===== src/rtl/vlc_tx_scheduler_if.sv =====
// Word-source / serializer handshake bundle for vlc_tx_scheduler.
//   slave  : scheduler side (takes requests and serializer done, drives grants/word/load/status)
//   master : environment side (MAC word sources, serializer, error-clear control)
// Signals:
//   iReqA/iDataA/oGntA : payload source request, word, one-cycle grant
//   iReqB/iDataB/oGntB : control/beacon source request, word, one-cycle grant
//   iSerDone           : serializer finished shifting the current word
//   iErrClr            : clears the sticky timeout flag
//   oWord/oLoad        : word to serializer and its one-cycle capture strobe
//   oBusy/oSrc/oErr    : frame in progress, frame owner (0=A, 1=B), sticky timeout
interface vlc_tx_scheduler_if;
  logic        iReqA;
  logic [31:0] iDataA;
  logic        oGntA;
  logic        iReqB;
  logic [31:0] iDataB;
  logic        oGntB;
  logic        iSerDone;
  logic        iErrClr;
  logic [31:0] oWord;
  logic        oLoad;
  logic        oBusy;
  logic        oSrc;
  logic        oErr;

  modport slave (
    input  iReqA, iDataA, iReqB, iDataB, iSerDone, iErrClr,
    output oGntA, oGntB, oWord, oLoad, oBusy, oSrc, oErr
  );

  modport master (
    output iReqA, iDataA, iReqB, iDataB, iSerDone, iErrClr,
    input  oGntA, oGntB, oWord, oLoad, oBusy, oSrc, oErr
  );
endinterface


===== src/rtl/vlc_tx_scheduler.sv =====
// Frame-level controller for the VLC transmit serializer.
// Arbitrates two word sources (A payload, B control/beacon), prefixes every frame with a
// preamble word, feeds words one at a time to a 32-bit serializer and waits for each to be
// shifted out, limits the burst length and inserts an idle gap after every frame.
// Ports:
//   iClk     : clock
//   iReset_n : asynchronous active-low reset
//   bus_io   : handshake bundle (see vlc_tx_scheduler_if), scheduler side
// Every output is a register; a state's actions become visible in the cycle after it.
module vlc_tx_scheduler #(
  parameter logic [31:0] PREAMBLE   = 32'hAAAA_AAAB,
  parameter int unsigned MAX_BURST  = 4,
  parameter int unsigned GAP_CYCLES = 16,
  parameter int unsigned TIMEOUT    = 1024
) (
  input  logic                 iClk,
  input  logic                 iReset_n,
  vlc_tx_scheduler_if.slave    bus_io
);

  localparam logic [3:0]  BurstLast   = 4'(MAX_BURST);
  localparam logic [7:0]  GapLast     = 8'(GAP_CYCLES - 1);
  localparam logic [15:0] TimeoutLast = 16'(TIMEOUT - 1);

  typedef enum logic [2:0] {
    StIdle,
    StPreLoad,
    StPreWait,
    StDataGnt,
    StDataLoad,
    StDataWait,
    StGap
  } state_e;

  state_e      state_q, state_d;
  logic [31:0] word_q, word_d;
  logic        load_q, load_d;
  logic        gnt_a_q, gnt_a_d;
  logic        gnt_b_q, gnt_b_d;
  logic        busy_q, busy_d;
  logic        src_q, src_d;
  logic        err_q, err_d;
  logic        last_b_q, last_b_d;
  logic [3:0]  wcnt_q, wcnt_d;
  logic [15:0] tcnt_q, tcnt_d;
  logic [7:0]  gap_q, gap_d;

  logic        err_set;
  logic        ser_done;
  logic        owner_req;
  logic [31:0] owner_data;

  // load_q is high exactly in the first wait cycle; a done there belongs to the previous word.
  assign ser_done   = bus_io.iSerDone & ~load_q;
  assign owner_req  = src_q ? bus_io.iReqB  : bus_io.iReqA;
  assign owner_data = src_q ? bus_io.iDataB : bus_io.iDataA;

  always_comb begin
    state_d  = state_q;
    word_d   = word_q;
    load_d   = 1'b0;
    gnt_a_d  = 1'b0;
    gnt_b_d  = 1'b0;
    src_d    = src_q;
    last_b_d = last_b_q;
    wcnt_d   = wcnt_q;
    tcnt_d   = tcnt_q;
    gap_d    = gap_q;
    err_set  = 1'b0;

    unique case (state_q)
      StIdle: begin
        if (bus_io.iReqA || bus_io.iReqB) begin
          // On a tie the source not served last wins.
          src_d   = bus_io.iReqB && (!bus_io.iReqA || !last_b_q);
          wcnt_d  = 4'd0;
          state_d = StPreLoad;
        end
      end
      StPreLoad: begin
        word_d  = PREAMBLE;
        load_d  = 1'b1;
        tcnt_d  = 16'd0;
        state_d = StPreWait;
      end
      StPreWait, StDataWait: begin
        if (tcnt_q != 16'hFFFF) begin
          tcnt_d = tcnt_q + 16'd1;
        end
        if (ser_done) begin
          if (state_q == StDataWait && wcnt_q == BurstLast) begin
            state_d = StGap;
          end else begin
            state_d = StDataGnt;
          end
        end else if (tcnt_q == TimeoutLast) begin
          err_set = 1'b1;
          state_d = StGap;
        end
      end
      StDataGnt: begin
        if (owner_req) begin
          gnt_a_d = ~src_q;
          gnt_b_d = src_q;
          word_d  = owner_data;
          wcnt_d  = wcnt_q + 4'd1;
          state_d = StDataLoad;
        end else begin
          state_d = StGap;
        end
      end
      StDataLoad: begin
        load_d  = 1'b1;
        tcnt_d  = 16'd0;
        state_d = StDataWait;
      end
      StGap: begin
        if (gap_q == GapLast) begin
          state_d = StIdle;
        end else begin
          gap_d = gap_q + 8'd1;
        end
      end
      default: state_d = StIdle;
    endcase

    if (state_d == StGap && state_q != StGap) begin
      gap_d    = 8'd0;
      last_b_d = src_q;
    end

    // Set has priority over clear.
    err_d  = err_set | (err_q & ~bus_io.iErrClr);
    busy_d = (state_d != StIdle);
  end

  always_ff @(posedge iClk or negedge iReset_n) begin
    if (!iReset_n) begin
      state_q  <= StIdle;
      word_q   <= 32'd0;
      load_q   <= 1'b0;
      gnt_a_q  <= 1'b0;
      gnt_b_q  <= 1'b0;
      busy_q   <= 1'b0;
      src_q    <= 1'b0;
      err_q    <= 1'b0;
      last_b_q <= 1'b1;
      wcnt_q   <= 4'd0;
      tcnt_q   <= 16'd0;
      gap_q    <= 8'd0;
    end else begin
      state_q  <= state_d;
      word_q   <= word_d;
      load_q   <= load_d;
      gnt_a_q  <= gnt_a_d;
      gnt_b_q  <= gnt_b_d;
      busy_q   <= busy_d;
      src_q    <= src_d;
      err_q    <= err_d;
      last_b_q <= last_b_d;
      wcnt_q   <= wcnt_d;
      tcnt_q   <= tcnt_d;
      gap_q    <= gap_d;
    end
  end

  assign bus_io.oWord = word_q;
  assign bus_io.oLoad = load_q;
  assign bus_io.oGntA = gnt_a_q;
  assign bus_io.oGntB = gnt_b_q;
  assign bus_io.oBusy = busy_q;
  assign bus_io.oSrc  = src_q;
  assign bus_io.oErr  = err_q;

endmodule


===== src/flat_wrapper.sv =====
// flat-port wrapper written by rule: the top's interface ports become plain ports
module vlc_tx_scheduler_flat 
#(
  parameter logic [31:0] PREAMBLE   = 32'hAAAA_AAAB,
  parameter int unsigned MAX_BURST  = 4,
  parameter int unsigned GAP_CYCLES = 16,
  parameter int unsigned TIMEOUT    = 1024
)
  (iClk, iReset_n, bus_io_iReqA, bus_io_iDataA, bus_io_iReqB, bus_io_iDataB, bus_io_iSerDone, bus_io_iErrClr, bus_io_oGntA, bus_io_oGntB, bus_io_oWord, bus_io_oLoad, bus_io_oBusy, bus_io_oSrc, bus_io_oErr);
  vlc_tx_scheduler_if bus_io_i ();
  input  logic iClk;
  input  logic iReset_n;
  input wire logic [$bits(bus_io_i.iReqA)-1:0] bus_io_iReqA;
  input wire logic [$bits(bus_io_i.iDataA)-1:0] bus_io_iDataA;
  input wire logic [$bits(bus_io_i.iReqB)-1:0] bus_io_iReqB;
  input wire logic [$bits(bus_io_i.iDataB)-1:0] bus_io_iDataB;
  input wire logic [$bits(bus_io_i.iSerDone)-1:0] bus_io_iSerDone;
  input wire logic [$bits(bus_io_i.iErrClr)-1:0] bus_io_iErrClr;
  output wire logic [$bits(bus_io_i.oGntA)-1:0] bus_io_oGntA;
  output wire logic [$bits(bus_io_i.oGntB)-1:0] bus_io_oGntB;
  output wire logic [$bits(bus_io_i.oWord)-1:0] bus_io_oWord;
  output wire logic [$bits(bus_io_i.oLoad)-1:0] bus_io_oLoad;
  output wire logic [$bits(bus_io_i.oBusy)-1:0] bus_io_oBusy;
  output wire logic [$bits(bus_io_i.oSrc)-1:0] bus_io_oSrc;
  output wire logic [$bits(bus_io_i.oErr)-1:0] bus_io_oErr;
  assign bus_io_i.iReqA = bus_io_iReqA;
  assign bus_io_i.iDataA = bus_io_iDataA;
  assign bus_io_i.iReqB = bus_io_iReqB;
  assign bus_io_i.iDataB = bus_io_iDataB;
  assign bus_io_i.iSerDone = bus_io_iSerDone;
  assign bus_io_i.iErrClr = bus_io_iErrClr;
  assign bus_io_oGntA = bus_io_i.oGntA;
  assign bus_io_oGntB = bus_io_i.oGntB;
  assign bus_io_oWord = bus_io_i.oWord;
  assign bus_io_oLoad = bus_io_i.oLoad;
  assign bus_io_oBusy = bus_io_i.oBusy;
  assign bus_io_oSrc = bus_io_i.oSrc;
  assign bus_io_oErr = bus_io_i.oErr;
  vlc_tx_scheduler #(.PREAMBLE(PREAMBLE), .MAX_BURST(MAX_BURST), .GAP_CYCLES(GAP_CYCLES), .TIMEOUT(TIMEOUT)) u_core (.iClk(iClk), .iReset_n(iReset_n), .bus_io(bus_io_i));
endmodule

===== config.mk =====
export PLATFORM = sky130hd
export DESIGN_NAME = vlc_tx_scheduler_flat
export DESIGN_NICKNAME = d
export VERILOG_FILES = /design/src/rtl/vlc_tx_scheduler_if.sv /design/src/rtl/vlc_tx_scheduler.sv /design/src/flat_wrapper.sv
export SDC_FILE = /design/constraint.sdc
export NUM_CORES = 1
export LEC_CHECK = 0
export ABC_AREA = 1
export BUFFER_PORTS_ARGS = -buffer_cell sky130_fd_sc_hd__buf_2
export CORE_ASPECT_RATIO = 0.8
export CORE_MARGIN = 4
export CORE_UTILIZATION = 40
export DETAILED_ROUTE_END_ITERATION = 6
export PLACE_DENSITY_LB_ADDON = 0.2
export SETUP_SLACK_MARGIN = 0.5
export SLEW_MARGIN = 20
export SYNTH_ARGS = -nofsm -noshare
export SYNTH_HDL_FRONTEND = slang
export SYNTH_SLANG_ARGS = --single-unit

===== constraint.sdc =====
create_clock -name iClk -period 2.89 [get_ports iClk]
set_clock_uncertainty 0.1 [all_clocks]
set_input_delay 0 -clock iClk [delete_from_list [all_inputs] [get_ports iClk]]
set_output_delay 0 -clock iClk [all_outputs]
set_load 0.005 [all_outputs]

-- Word level (Yosys, flattened, before mapping)
Cells that the tools add are included.
- register bits after elaboration: 70
- input bits: 70
- output and inout bits: 38
- word-level logic and storage cells: 84
- add/subtract/negate cells: 3
- eq/ne operators: 16
- muxes and demuxes: 27
- bitwise gates (word level): 6
- reductions and logical operators: 20
- operator list (cell ; number):
    $mux 32 ; 2
    $pmux 32 s2 ; 1
    $pmux 16 s2 ; 1
    $mux 8 ; 3
    $pmux 3 s6 ; 1
    $add 16x1->16 const B ; 1
    $eq 16x10->1 const B ; 1
    $mux 16 ; 1
    $ne 16x16->1 const B ; 1
    $mux 3 ; 5
    $eq 3x3->1 const B ; 4
    $mux 1 ; 9
    $add 8x1->8 const B ; 1
    $eq 8x4->1 const B ; 1
    $mux 4 ; 2
    $pmux 4 s2 ; 1
    $reduce_and 2->1 ; 4
    $reduce_bool 2->1 ; 4
    $eq 3x2->1 const B ; 2
    $ne 2x1->1 const B ; 3
    $add 4x1->4 const B ; 1
    $eq 4x3->1 const B ; 1
    $reduce_or 2->1 ; 2
    $eq 3x1->1 const B ; 1
    other kinds (12) ; 19

-- Depth between registers and ports, before layout
- depth after elaboration: 9
- mapped depth: 11
- gate-level depth less buffers: 11

-- Least setup slack after synthesis
No wires, ideal clock.
- path kind: reg2reg
- from: reg u_core.tcnt_q[0]
- to: reg u_core.tcnt_q[8]
- setup time: 0.095 ns
- arrival time: 1.528 ns
- required time: 2.695 ns
- slack: 1.166 ns
- cell stages (with the launch flop): 11
- buffers on the path: 1
- clock period less this slack: 1.724 ns
- path through: dfrtp_1 > ha_1 > nand3_2 > nor2_4 > nand3_2 > nand2_4 > inv_4 > nor2_8 > buf_6 > nand2_1 > o31ai_1
- word-level cells in the longest chain between the ends: 3
- elaborated cells between the ends (all ways): 6
- those cells by class: add/sub: 1; eq/ne: 2; mux: 2; reduce/logical: 1
- RTL lines (what ; line ; source):
    from (decl) ; vlc_tx_scheduler.sv:45 ; logic [15:0] tcnt_q, tcnt_d;
    from (signal assigned) ; vlc_tx_scheduler.sv:162 ; tcnt_q <= tcnt_d;
    $add 16x1->16 or $ne 16x16->1 (tied branches) ; vlc_tx_scheduler.sv:88, vlc_tx_scheduler.sv:87 ;
    $mux 16 or $ne 2x1->1 (tied branches) ; -- ;
    $pmux 16 s2 or $reduce_and 2->1 (tied branches) ; -- ;
Several ways; a longest one is shown, not always the timed one. The select of a mux whose other input is x is not followed.
A chain may end at the register's enable or synchronous reset.

-- Worst setup path after layout
- from: reg u_core.src_q, in the netlist u_core.bus_io.oSrc
- to: reg u_core.word_q[24], in the netlist u_core.bus_io.oWord[24]
- word-level cells in the longest chain between the ends: 3
- elaborated cells between the ends (all ways): 6
- those cells by class: eq/ne: 1; mux: 4; reduce/logical: 1
- RTL lines (what ; line ; source):
    from (decl) ; vlc_tx_scheduler.sv:41 ; logic src_q, src_d;
    from (signal assigned) ; vlc_tx_scheduler.sv:158 ; src_q <= src_d;
    $mux 32 or $mux 1 (tied branches) ; vlc_tx_scheduler.sv:56, vlc_tx_scheduler.sv:55 ;
    $mux 32 or $ne 2x1->1 (tied branches) ; -- ;
    $pmux 32 s2 or $reduce_and 2->1 (tied branches) ; -- ;
    to (signal assigned) ; vlc_tx_scheduler.sv:153 ; word_q <= word_d;
    to (decl) ; vlc_tx_scheduler.sv:36 ; logic [31:0] word_q, word_d;
Several ways; a longest one is shown, not always the timed one. The select of a mux whose other input is x is not followed.

==> impl_metrics.csv <==
group,metric,value,unit
run_status,status,"completed",
logic_synthesis,synth_flop_cell,"dfrtp_1",
logic_synthesis,avgSynthCellArea,8.20,sq um
global_route,grt_start_max_net_pins,50,
worst_setup_path,path_max_fanout,33,
timing,drv_slew,0,
worst_setup_path,endpoint_kind,"flip-flop",
cells_and_area,nets,713,
worst_setup_path,worst-path-buf-inv,2,
logic_synthesis,synthTopCellsByArea,"dfrtp_1 45%, nand2_1 10%, nor2_1 4.8%",
cells_and_area,seq_area,1750,sq um
power_and_ir_drop,p_per_area,857,nW/um^2
timing,fin_crit_sh,0.749,
drt,dr.first_iter.drc_count,212,
floorplanning,die_x,117,um
power_and_ir_drop,p_total,4.69,mW
worst_setup_path,worstPathRequired,2990,ps
global_route,grt_pass1_vias,3927,
logic_synthesis,yosys_register_bits,70,
drt,dr_total_vias,3884,
cells_and_area,final_cell_mix,"107 x buf_2, 102 x nand2_1, 68 x dlygate4sd3_1, 68 x dfrtp_1, 49 x nor2_1",
logic_synthesis,synth.cell_area,3820,sq um
timing,rsz0062_at_grt,"no",
logic_synthesis,syn_inst,466,
hold_path,min_path_type,"in2reg",
worst_setup_path,cp_cell_sequence,"buf_4 > inv_1 > or2_2 > o2111ai_1 > nand2_1",
floorplanning,die_y,95.4,um
drt,wl_met2,5150,um
worst_setup_path,cp_slowest_stage_delay,520,ps
clock_network,cts-root-buf,"clkbuf_16",
floorplanning,core.rowCount,31,
worst_setup_path,ff2ff_setup_slack,730,ps
worst_setup_path,arrival,2270,ps
cells_and_area,syn_to_final_growth,43.0,%
timing,setup_tns,0,ps
clock_network,htreeDepth,3,
timing,slew_headroom,0.392,
floorplanning,core_area,9190,sq um
drt,wl_per_cell,15.0,um
clock_network,clk_latency,330,ps
logic_synthesis,synth_top_area_cell,"dfrtp_1",
logic_synthesis,ys_seq_area_frac,0.459,
power_and_ir_drop,ir_drop,408,uV
drt,wl_met1,5180,um
logic_synthesis,synth_edf_count,0,
run,max_cap_violations,0,
drt,wl_met3,820,um
timing,setup-violations-final,0,
cells_and_area,multi_input_comb_area,1850,sq um
global_route,grt_overflow,0,
logic_synthesis,async_reset_ff_frac,1.00,
worst_setup_path,cp_top_family,"buffers and inverters",
cells_and_area,antennaDiodeCount,0,
cells_and_area,final_common_cell,"buf_2",
timing,finalCriticalPeriod,2160,ps
place,port_buffers,107,
logic_synthesis,synth.distinct_cells,34,
clock_network,clk_path_buf_depth,2,
floorplanning,start_util,0.416,
global_route,track_usage,0.214,
timing,fmax,462,MHz
worst_setup_path,cp_slowest_cell,"dfrtp_2",
place,place_congestion,0.831,
clock_network,path_clk_slew,60,ps
drt,drc,0,
drt,drt_pass1_iterations,5,
worst_setup_path,critical_path_class,"reg2reg",
logic_synthesis,synth_top_area_share,0.452,
clock_network,cts_sinks,70,
global_route,grt_first_pass_wirelength,18800,um
power_and_ir_drop,p_leak,2.62,nW
logic_synthesis,yosysWarnings,0,
cells_and_area,nFillCells,788,
clock_network,cts_made_buffers,9,
floorplanning,io_pins,108,
logic_synthesis,syn-num-nets,540,
floorplanning,dieArea,11200,sq um
drt,via_per_inst,5.12,
drt,wirelength,11300,um
drt,drtAntennaViolNets,0,
clock_network,cts_tree,"done",
worst_setup_path,critPathLaunchType,"flip-flop",
timing,hold_viol_final,0,
timing,tightest_slew,911,ps
global_route,antenna_found_initial,0,
cells_and_area,layout-drive-gt1-share,0.281,
drt,top_layer_used,"met4",
place,dp_hpwl,7260,um
## final cells by class
cell class,instances,share of cell area
Timing Repair Buffer,180,0.231
Inverter,35,0.0245
Clock buffer,10,0.0437
Clock inverter,5,0.0153
Tap cell,115,0.0263
Sequential cell,70,0.321
Multi-Input combinational cell,343,0.338
## per-stage QoR
stage	worst slack (ps)	hold WS (ps)	cells	area [sq um]	util
global route	576	106	758	5460	0.594
floorplan	1170	-396	466	3820	-
CTS	568	58.7	758	5450	0.593
global placement	661	-59.9	675	4450	0.484
detailed placement	586	-55.7	675	4450	0.484
finish	727	57.7	758	5460	0.594
## path summary, 6_finish.rpt
path	start	endpoint	depth (start not counted)
min	bus_io_iSerDone	u_core.bus_io.oErr	4
min reg2reg	u_core.last_b_q	u_core.last_b_q	2
max	u_core.bus_io.oSrc	u_core.bus_io.oWord[24]	5
max in group asynchronous	iReset_n	u_core.last_b_q	3
max reg2reg	u_core.bus_io.oSrc	u_core.bus_io.oWord[24]	5
min in group asynchronous	iReset_n	u_core.tcnt_q[11]	2
## repair_timing
item | 4_1_cts | 5_1_grt
hold buffers | 68 | 0
buffers inserted | 0 | 0
setup endpoints to repair | 0 | 32
endpoints found under the hold margin | 57 | 0
gates resized for setup | 0 | 4
## where the power goes
part	switching [mW]	total, mW	leakage, nW	internal, mW
logic	1.22	1.92	1.60	0.695
clock network	0.420	1.20	0.151	0.776
registers	0.266	1.57	0.873	1.30
total	1.91	4.69	2.62	2.77
## worst register-to-register path, delay by kind of cell, from the launching register on
family | cells | cell delay [ps]
AND/OR/NAND/NOR | 2 | 540
buffers and inverters | 2 | 790
flip-flops | 1 | 520
AO/OA/AOI/OAI | 1 | 90
## cell families after synthesis
family | after synthesis | synth area share
buf+inv | 53 | 0.0586
fa+ha+maj | 4 | 0.0131
xor+xnor | 15 | 0.0344
simple gates | 249 | 0.311
compound gates | 75 | 0.124
flops | 70 | 0.459
## per-layer routing
layer,global-route usage,up-vias
met1,0.299,1793
met3,0.0622,22
met5,0,-
met4,0.0602,0
li1,-,1904
met2,0.323,165
## Yosys cell counts (2+ instances only)
cell / number
nand3b_1: 5
o2111ai_1: 15
o31ai_1: 4
ha_1: 4
dfrtp_1: 69
buf_2: 6
o21ai_1: 2
o21ai_0: 14
nand3_1: 36
nor2_1: 49
nand3_2: 4
a21oi_1: 19
nand2_4: 2
nand2_2: 7
xor2_1: 14
nor2_2: 9
or2_2: 18
buf_1: 3
nor2_8: 2
clkbuf_1: 7
inv_1: 26
inv_2: 8
buf_6: 2
nand4_1: 7
a31oi_1: 18
nor3_1: 7
nand2_1: 102
## registers in the layout, summed over array words and instances, names as in the netlist
name and cells:
u_core.bus_io.oSrc 1, u_core.state_q 3, u_core.bus_io.oLoad 1, u_core.bus_io.oGntA 1
u_core.bus_io.oWord 32, u_core.bus_io.oBusy 1, u_core.bus_io.oErr 1, u_core.wcnt_q 4
u_core.last_b_q 1, u_core.gap_q 8, u_core.bus_io.oGntB 1, u_core.tcnt_q 16
No activity file was read; power rests on OpenSTA's default activity.
